## src/rtl/pc_pkg.sv

```systemverilog
// pc_pkg: shared fetch-state encoding and default widths for the TinyGPU fetch unit
package pc_pkg;
  localparam int PC_WIDTH = 8;
  localparam int INSTR_WIDTH = 16;
  typedef enum logic [1:0] {
    IDLE     = 2'b00,
    FETCHING = 2'b01,
    FETCHED  = 2'b10,
    DONE     = 2'b11
  } fetch_state_t;
endpackage

```

## src/rtl/pc_fetch_unit_if.sv

```systemverilog
// pc_fetch_unit_if: valid/ready program-memory read bus
//   master (fetch unit): drives MemReadValid, MemReadAddress; receives MemReadReady, MemReadData
//   slave  (memory):     the mirror image
interface pc_fetch_unit_if #(
  parameter int AW = pc_pkg::PC_WIDTH,
  parameter int DW = pc_pkg::INSTR_WIDTH
);
  logic          MemReadValid;
  logic [AW-1:0] MemReadAddress;
  logic          MemReadReady;
  logic [DW-1:0] MemReadData;
  modport master (output MemReadValid, MemReadAddress, input MemReadReady, MemReadData);
  modport slave  (input MemReadValid, MemReadAddress, output MemReadReady, MemReadData);
endinterface

```

## src/rtl/pc_reg.sv

```systemverilog
// pc_reg: program-counter register
//   clk, reset (async, active high, clears to 0)
//   clr_i: synchronous clear, wins over ld_i
//   ld_i/d_i: load d_i unmodified; q_o: current PC
module pc_reg #(
  parameter int W = pc_pkg::PC_WIDTH
) (
  input  logic         clk,
  input  logic         reset,
  input  logic         clr_i,
  input  logic         ld_i,
  input  logic [W-1:0] d_i,
  output logic [W-1:0] q_o
);
  logic [W-1:0] pc_q, pc_d;
  always_comb pc_d = clr_i ? '0 : ld_i ? d_i : pc_q;
  always_ff @(posedge clk or posedge reset)
    if (reset) pc_q <= '0;
    else pc_q <= pc_d;
  assign q_o = pc_q;
endmodule

```

## src/rtl/pc_fetch_unit.sv

```systemverilog
// pc_fetch_unit: PC register plus single-outstanding instruction-fetch FSM
//   clk, reset (async, active high)
//   Start: sync restart (PC=0, IDLE); FetchReq: fetch at CurrentPC
//   PCUpdate/HaltReq/NextPC: commit next PC in FETCHED, optionally halting
//   CurrentPC, CurrentPCPlus: PC and PC+1 (wraps) to the PC mux
//   mem: program-memory read bus (master side)
//   Instruction, InstrValid: captured word for decode; Done: core halted
module pc_fetch_unit #(
  parameter int PC_WIDTH = pc_pkg::PC_WIDTH,
  parameter int INSTR_WIDTH = pc_pkg::INSTR_WIDTH
) (
  input  logic                   clk,
  input  logic                   reset,
  input  logic                   Start,
  input  logic                   FetchReq,
  input  logic                   PCUpdate,
  input  logic                   HaltReq,
  input  logic [PC_WIDTH-1:0]    NextPC,
  output logic [PC_WIDTH-1:0]    CurrentPC,
  output logic [PC_WIDTH-1:0]    CurrentPCPlus,
  pc_fetch_unit_if.master        mem,
  output logic [INSTR_WIDTH-1:0] Instruction,
  output logic                   InstrValid,
  output logic                   Done
);
  import pc_pkg::*;
  fetch_state_t state_q, state_d;
  logic valid_q, valid_d, ivalid_q, ivalid_d, done_q, done_d, pc_ld;
  logic [PC_WIDTH-1:0] addr_q, addr_d;
  logic [INSTR_WIDTH-1:0] instr_q, instr_d;
  pc_reg #(.W(PC_WIDTH)) u_pc (
    .clk(clk), .reset(reset), .clr_i(Start), .ld_i(pc_ld), .d_i(NextPC), .q_o(CurrentPC)
  );
  assign CurrentPCPlus = CurrentPC + 1'b1;
  always_comb begin
    state_d = state_q;
    valid_d = valid_q;
    addr_d = addr_q;
    instr_d = instr_q;
    ivalid_d = ivalid_q;
    done_d = done_q;
    pc_ld = 1'b0;
    if (Start) begin
      state_d = IDLE;
      valid_d = 1'b0;
      ivalid_d = 1'b0;
      done_d = 1'b0;
    end else begin
      case (state_q)
        IDLE: if (FetchReq) begin
          state_d = FETCHING;
          addr_d = CurrentPC;
          valid_d = 1'b1;
        end
        FETCHING: if (mem.MemReadReady) begin
          state_d = FETCHED;
          instr_d = mem.MemReadData;
          ivalid_d = 1'b1;
          valid_d = 1'b0;
        end
        FETCHED: if (PCUpdate) begin
          pc_ld = 1'b1;
          ivalid_d = 1'b0;
          done_d = HaltReq;
          state_d = HaltReq ? DONE : IDLE;
        end
        default: ;
      endcase
    end
  end
  always_ff @(posedge clk or posedge reset)
    if (reset) begin
      state_q <= IDLE;
      valid_q <= 1'b0;
      addr_q <= '0;
      instr_q <= '0;
      ivalid_q <= 1'b0;
      done_q <= 1'b0;
    end else begin
      state_q <= state_d;
      valid_q <= valid_d;
      addr_q <= addr_d;
      instr_q <= instr_d;
      ivalid_q <= ivalid_d;
      done_q <= done_d;
    end
  assign mem.MemReadValid = valid_q;
  assign mem.MemReadAddress = addr_q;
  assign Instruction = instr_q;
  assign InstrValid = ivalid_q;
  assign Done = done_q;
endmodule

```

## src/flat_wrapper.sv

```systemverilog
// flat-port wrapper written by rule: the top's interface ports become plain ports
module pc_fetch_unit_flat import pc_pkg::*;
#(
  parameter int PC_WIDTH = pc_pkg::PC_WIDTH,
  parameter int INSTR_WIDTH = pc_pkg::INSTR_WIDTH
)
  (clk, reset, Start, FetchReq, PCUpdate, HaltReq, NextPC, CurrentPC, CurrentPCPlus, Instruction, InstrValid, Done, mem_MemReadValid, mem_MemReadAddress, mem_MemReadReady, mem_MemReadData);
  pc_fetch_unit_if #(.AW(8), .DW(16)) mem_i ();
  input  logic clk;
  input  logic reset;
  input  logic Start;
  input  logic FetchReq;
  input  logic PCUpdate;
  input  logic HaltReq;
  input  logic [PC_WIDTH-1:0] NextPC;
  output logic [PC_WIDTH-1:0] CurrentPC;
  output logic [PC_WIDTH-1:0] CurrentPCPlus;
  output logic [INSTR_WIDTH-1:0] Instruction;
  output logic InstrValid;
  output logic Done;
  output wire logic [$bits(mem_i.MemReadValid)-1:0] mem_MemReadValid;
  output wire logic [$bits(mem_i.MemReadAddress)-1:0] mem_MemReadAddress;
  input wire logic [$bits(mem_i.MemReadReady)-1:0] mem_MemReadReady;
  input wire logic [$bits(mem_i.MemReadData)-1:0] mem_MemReadData;
  assign mem_MemReadValid = mem_i.MemReadValid;
  assign mem_MemReadAddress = mem_i.MemReadAddress;
  assign mem_i.MemReadReady = mem_MemReadReady;
  assign mem_i.MemReadData = mem_MemReadData;
  pc_fetch_unit #(.PC_WIDTH(PC_WIDTH), .INSTR_WIDTH(INSTR_WIDTH)) u_core (.clk(clk), .reset(reset), .Start(Start), .FetchReq(FetchReq), .PCUpdate(PCUpdate), .HaltReq(HaltReq), .NextPC(NextPC), .CurrentPC(CurrentPC), .CurrentPCPlus(CurrentPCPlus), .mem(mem_i), .Instruction(Instruction), .InstrValid(InstrValid), .Done(Done));
endmodule
```

## config.mk

```make
export PLATFORM = sky130hd
export DESIGN_NAME = pc_fetch_unit_flat
export DESIGN_NICKNAME = d
export VERILOG_FILES = /design/src/rtl/pc_pkg.sv /design/src/rtl/pc_fetch_unit_if.sv /design/src/rtl/pc_reg.sv /design/src/rtl/pc_fetch_unit.sv /design/src/flat_wrapper.sv
export SDC_FILE = /design/constraint.sdc
export NUM_CORES = 1
export LEC_CHECK = 0
export CAP_MARGIN = 20
export CORE_MARGIN = 2
export CORE_UTILIZATION = 39
export DETAILED_ROUTE_END_ITERATION = 8
export MAX_ROUTING_LAYER = met4
export PLACE_DENSITY = 0.75
export SLEW_MARGIN = 30
export SYNTH_ARGS = -nofsm -noshare
export SYNTH_HDL_FRONTEND = slang
export SYNTH_SLANG_ARGS = --single-unit
```

## constraint.sdc

```tcl
create_clock -name clk -period 3.1 [get_ports clk]
set_input_delay 0.31 -clock clk [delete_from_list [all_inputs] [get_ports clk]]
set_output_delay 0.31 -clock clk [all_outputs]
set_load 0.01 [all_outputs]
```

Word level (Yosys, flattened, before mapping)
Index checks and enable logic that the tools add are counted.

word-level totals
  latch bits = 0
  input bits = 31
  memory bits (read-only) = 0
  flip-flop bits (word level) = 37
  memories = 0
  memory bits (writable) = 0

cells by class
  eq/ne operators = 5
  $mul = 0
  mux-type cells = 22
  $lt $le $gt $ge = 0
  reductions and logical operators = 13
  bitwise gates (word level) = 1
  shift operators = 0
  divide/modulo/power cells = 0
  $add $sub $neg = 1

operator list
  kind                                                             count
  8-bit 2-to-1 mux                                                 2
  1-bit 2-to-1 mux                                                 12
  3-bit AND reduction                                              4
  2-bit 2-to-1 mux                                                 5
  3-bit != test, second input constant                             3
  8-bit by 1-bit adder with 8-bit output, second input constant    1
  2-bit case mux with 3 select lines                               1
  2-bit nonzero test                                               3
  3-bit nonzero test                                               2
  1-bit case mux with 2 select lines                               2
  4-bit AND reduction                                              1
  4-bit nonzero test                                               1
  2-bit by 1-bit == test with 1-bit output, second input constant  1
  2-bit == test, second input constant                             1
  2-bit zero test                                                  1
  2-bit AND reduction                                              1
  1-bit NOT                                                        1

Logic depth before layout (Yosys ltp)
  depth in word-level cells = 5
  mapped depth = 6

Modules after synthesis
A second synthesis with hierarchy kept.

unflattened totals
  cells, all modules = 138
  area total of the unflattened synthesis = 1,756.7 um^2

modules (own cells, without submodules)
  module         seq. area each (um^2)  area each (um^2)  cells an instance  instances
  pc_fetch_unit  725.7                  1,427.6           111                1
  pc_reg         200.2                  329.1             27                 1

Least setup slack after synthesis
No wires, ideal clock.

  path kind = register to register
  start point = reg u_core.state_q[0]
  end point = reg u_core.state_q[0]
  stages on the path, launching flop included = 6
  data arrival time = 1.466 ns
  path slack = 1.507 ns
  setup time = 0.128 ns
  period minus slack after synthesis = 1.593 ns
  cell sequence = dfrtp_1 -> inv_1 -> ha_1 -> nor2b_1 -> nor4_4 -> mux2_1

between the ends
  longest elaborated chain between the ends = 3
  elaborated cells on any way between the ends = 10
  classes of those cells = 5 x eq/ne; 2 x mux; 3 x reduce/logical

RTL lines
  element                                                                          line                 RTL
  from (decl)                                                                      pc_fetch_unit.sv:27  fetch_state_t state_q, state_d;
  from (signal assigned)                                                           pc_fetch_unit.sv:80  state_q <= state_d;
  2-bit by 1-bit == test with 1-bit output (tied with other cells)                 pc_fetch_unit.sv:49  case (state_q)
  3-bit != test (no source line) (tied with other cells)                           n/a
  4-bit AND reduction (no source line) / 2-bit 2-to-1 mux (equally long branches)  n/a

Parallel ways exist; a longest one is shown, timed or not.
A chain may end at the register's enable or synchronous reset.

Worst setup path after layout
  start point = reg u_core.u_pc.pc_q[2] (netlist: u_core.u_pc.q_o[2])
  end point = out CurrentPCPlus[7]

between the ends
  longest elaborated chain between the ends = 1

RTL lines
  element                                 line                 RTL
  from (decl)                             pc_reg.sv:15         logic [W-1:0] pc_q, pc_d;
  from (signal assigned)                  pc_reg.sv:19         else pc_q <= pc_d;
  8-bit by 1-bit adder with 8-bit output  pc_fetch_unit.sv:34  assign CurrentPCPlus = CurrentPC + 1'b1;
  to (decl)                               flat_wrapper.sv:17   output logic [PC_WIDTH-1:0] CurrentPCPlus;

Every way passes these cells.

==> flow_summary.yaml <==
logic_synthesis:
  yosysWarningCount: 0
  synth_mux_area_frac: 0.162
  ys_ff_latch: 37
  synth.area.top_cells: "dfrtp_1 (53%), mux2_2 (15%), ha_1 (4.3%)"
  yosysUniqueCellTypes: 30
  synth-simple-area-share: 0.141
  synth_compound_area_frac: 0.0628
  synth_xor_area_frac: 0.0303
  synth_top_cell_area_share: 0.534
  avgSynthCellArea_sq_um: 12.1
  syn-num-nets: 180
  yosysSeqAreaShare: 0.534
  synth_top_area_cell: "dfrtp_1"
  syn_area_sq_um: 1730
  synthAdderAreaFrac: 0.0433
  synth_top_family_by_area: "multiplexers"
  synthCells: 143
setup_path:
  arrival_ns: 1.77
  slowest_stage: "clkdlybuf4s50_1"
  end_kind: "primary output"
  cp_slowest_stage_delay_ns: 0.56
  critical_path_required_ns: 2.79
  ff2ff_path_depth: 5
  critical_path_class: "reg -> out"
  crit_path_max_fanout: 7
  critPathBufInv: 1
  worstPathCellList: "and3_1, nand3_1, xnor2_1, clkdlybuf4s50_1"
  worstSetupStartpointType: "flip-flop"
  cp.depth: 4
  crit_family: "buffers and inverters"
timing:
  slew_headroom: 0.608
  slew_viol_final: 0
  max_freq_mhz: 480
  fin_worst_skew_ns: 0.00383
  setup_viol: 0
  hold_slack_ns: 0.379
  grt_setup_unrepaired: "no"
  min_period_over_period: 0.672
  worstMarginPinSlew_ns: 0.586
  setup-tns-final_ns: 0
  finalCriticalPeriod_ns: 2.08
  hold_viol: 0
global_routing:
  grt_use_total: 0.162
  grt_pass1_vias: 1300
  overflow: 0
  grt_max_degree: 24
  antenna_found_initial: 0
  grt_pass1_wl_um: 6200
drt:
  ant_nets: 0
  wire_per_inst_um: 13.9
  vias: 1327
  drt-met1-wl_um: 1710
  firstDrtPassIters: 4
  wl_met2_um: 1800
  via_per_inst: 4.88
  routed.top_layer: "met4"
  drc: 0
  drt_iter0_drc: 52
  drt_wl_total_um: 3790
  met3_length_um: 225
cts:
  cts_inserted_buffers: 5
  ctsRootBufferMaster: "clkbuf_8"
  htree_levels: 2
  cts_tree: "built"
  post_cts_buffers: 0
  cts_sinks: 37
  clockBufferDepth: 2
  hold_buffers: 0
  clk-insertion-delay-late_ns: 0.29
  cts_resized: 0
  cts.clk_slew.worst_paths_ns: 0.07
placed_design:
  place_hpwl_um: 2910
  dpl_cell_area_sq_um: 2520
  io_buffers: 73
  place.gp.congestion: 0.764
die:
  rows: 24
  io_pins: 74
  die_h_um: 70.7
  placeableCoreArea_sq_um: 4320
  start_util: 0.401
  dieArea_sq_um: 5000
  die_x_um: 70.7
worst_hold_path:
  hold_class: "in -> async"
power:
  pwr_density_cell_nw_per_um2: 633
  vdd_drop_max_uv: 375
  leakagePower_nw: 1.12
cells_and_area:
  fillCellCount: 376
  stdcell_area_sq_um: 2590
  finish.utilization: 0.600
  final_common_cell: "clkdlybuf4s50_1"
  nNetsFinal: 258
  layout-drive-gt1-share: 0.182
  syn2layout_area_growth_pct: 49.6
  diodes: 0
  mostFrequentLayoutCells: "clkdlybuf4s50_1 (73), dfrtp_1 (37), mux2_2 (23)"
status:
  status: "finished, final reports clean"
job:
  cap_viol_max_count: 0
-- stage by stage --
step	setup WS, ns	std cells	power [mW]
floorplan	1.51	143	1.01
global placement	1.08	266	1.34
detailed placement	1.06	266	1.35
CTS	1.00	272	1.66
global route	0.921	272	1.74
finish	1.02	272	1.64
-- where the power goes --
group	leakage [nW]	switching, mW	total (mW)	internal (mW)
sequential	0.483	0.0695	0.679	0.609
clock	0.0399	0.159	0.307	0.148
combinational	0.593	0.250	0.656	0.406
total	1.12	0.479	1.64	1.16
-- sequential cells by signal, indices dropped and copies added (netlist names) --
name,count
u_core.Done,1
u_core.InstrValid,1
u_core.Instruction,16
u_core.mem.MemReadAddress,8
u_core.mem.MemReadValid,1
u_core.state_q,2
u_core.u_pc.q_o,8
-- final cells by class --
class	instances	area, sq um	share of cell area
Sequential cell	37	926	0.357
Tap cell	52	65.1	0.0251
Clock inverter	1	5.00	0.00193
Clock buffer	5	68.8	0.0265
Inverter	6	22.5	0.00868
Timing Repair Buffer	75	746	0.287
Multi-Input combinational cell	96	762	0.294
-- metal layers --
| metal | vias to the layer above | global-route usage |
|---|---|---|
| met4 | 0 | 0.0566 |
| met2 | 41 | 0.252 |
| met1 | 627 | 0.206 |
| met3 | 8 | 0.0427 |
| met5 | - | - |
| li1 | 651 | - |
-- cell usage after synthesis --
library cell,number
mux2_2,23
nor2b_1,2
nor3_1,1
mux2i_1,1
and3_1,2
ha_1,6
buf_2,1
o221ai_1,1
a221oi_2,1
or3b_2,1
xnor2_1,4
buf_6,1
nand2_1,13
dfrtp_1,37
nor4_4,1
buf_1,1
nand2b_1,1
nor2b_4,1
nand3b_4,1
nand3_1,13
mux2_1,1
nand3b_2,1
o21ai_0,2
a311o_1,1
clkbuf_1,1
inv_1,6
xor2_1,2
nor2_1,2
or2_2,2
a21oi_1,13
-- worst paths after layout --
path / endpoint / start / slack [ns]
worst max-delay path: CurrentPCPlus[7] / u_core.u_pc.q_o[2]$_DFFE_PP0P_ / 1.02
worst min-delay path: u_core.u_pc.q_o[1]$_DFFE_PP0P_ / reset / 0.38
worst max register to register: u_core.state_q[1]$_DFFE_PP0P_ / u_core.state_q[0]$_DFFE_PP0P_ / 1.36
worst min register to register: u_core.mem.MemReadAddress[0]$_DFFE_PP0P_ / u_core.mem.MemReadAddress[0]$_DFFE_PP0P_ / 0.49
max in group asynchronous: u_core.mem.MemReadAddress[3]$_DFFE_PP0P_ / reset / 2.21
min in group clk: u_core.mem.MemReadAddress[0]$_DFFE_PP0P_ / u_core.mem.MemReadAddress[0]$_DFFE_PP0P_ / 0.49
-- cell families after synthesis --
logic type                 after synthesis
adders and majority gates                6
and+or+nand+nor                         41
buffers and inverters                   10
AOI/OAI and AO/OA                       18
xor gates and xnor gates                 6
DFF                                     37
muxes                                   25
No activity file was read; power rests on OpenSTA's default activity.
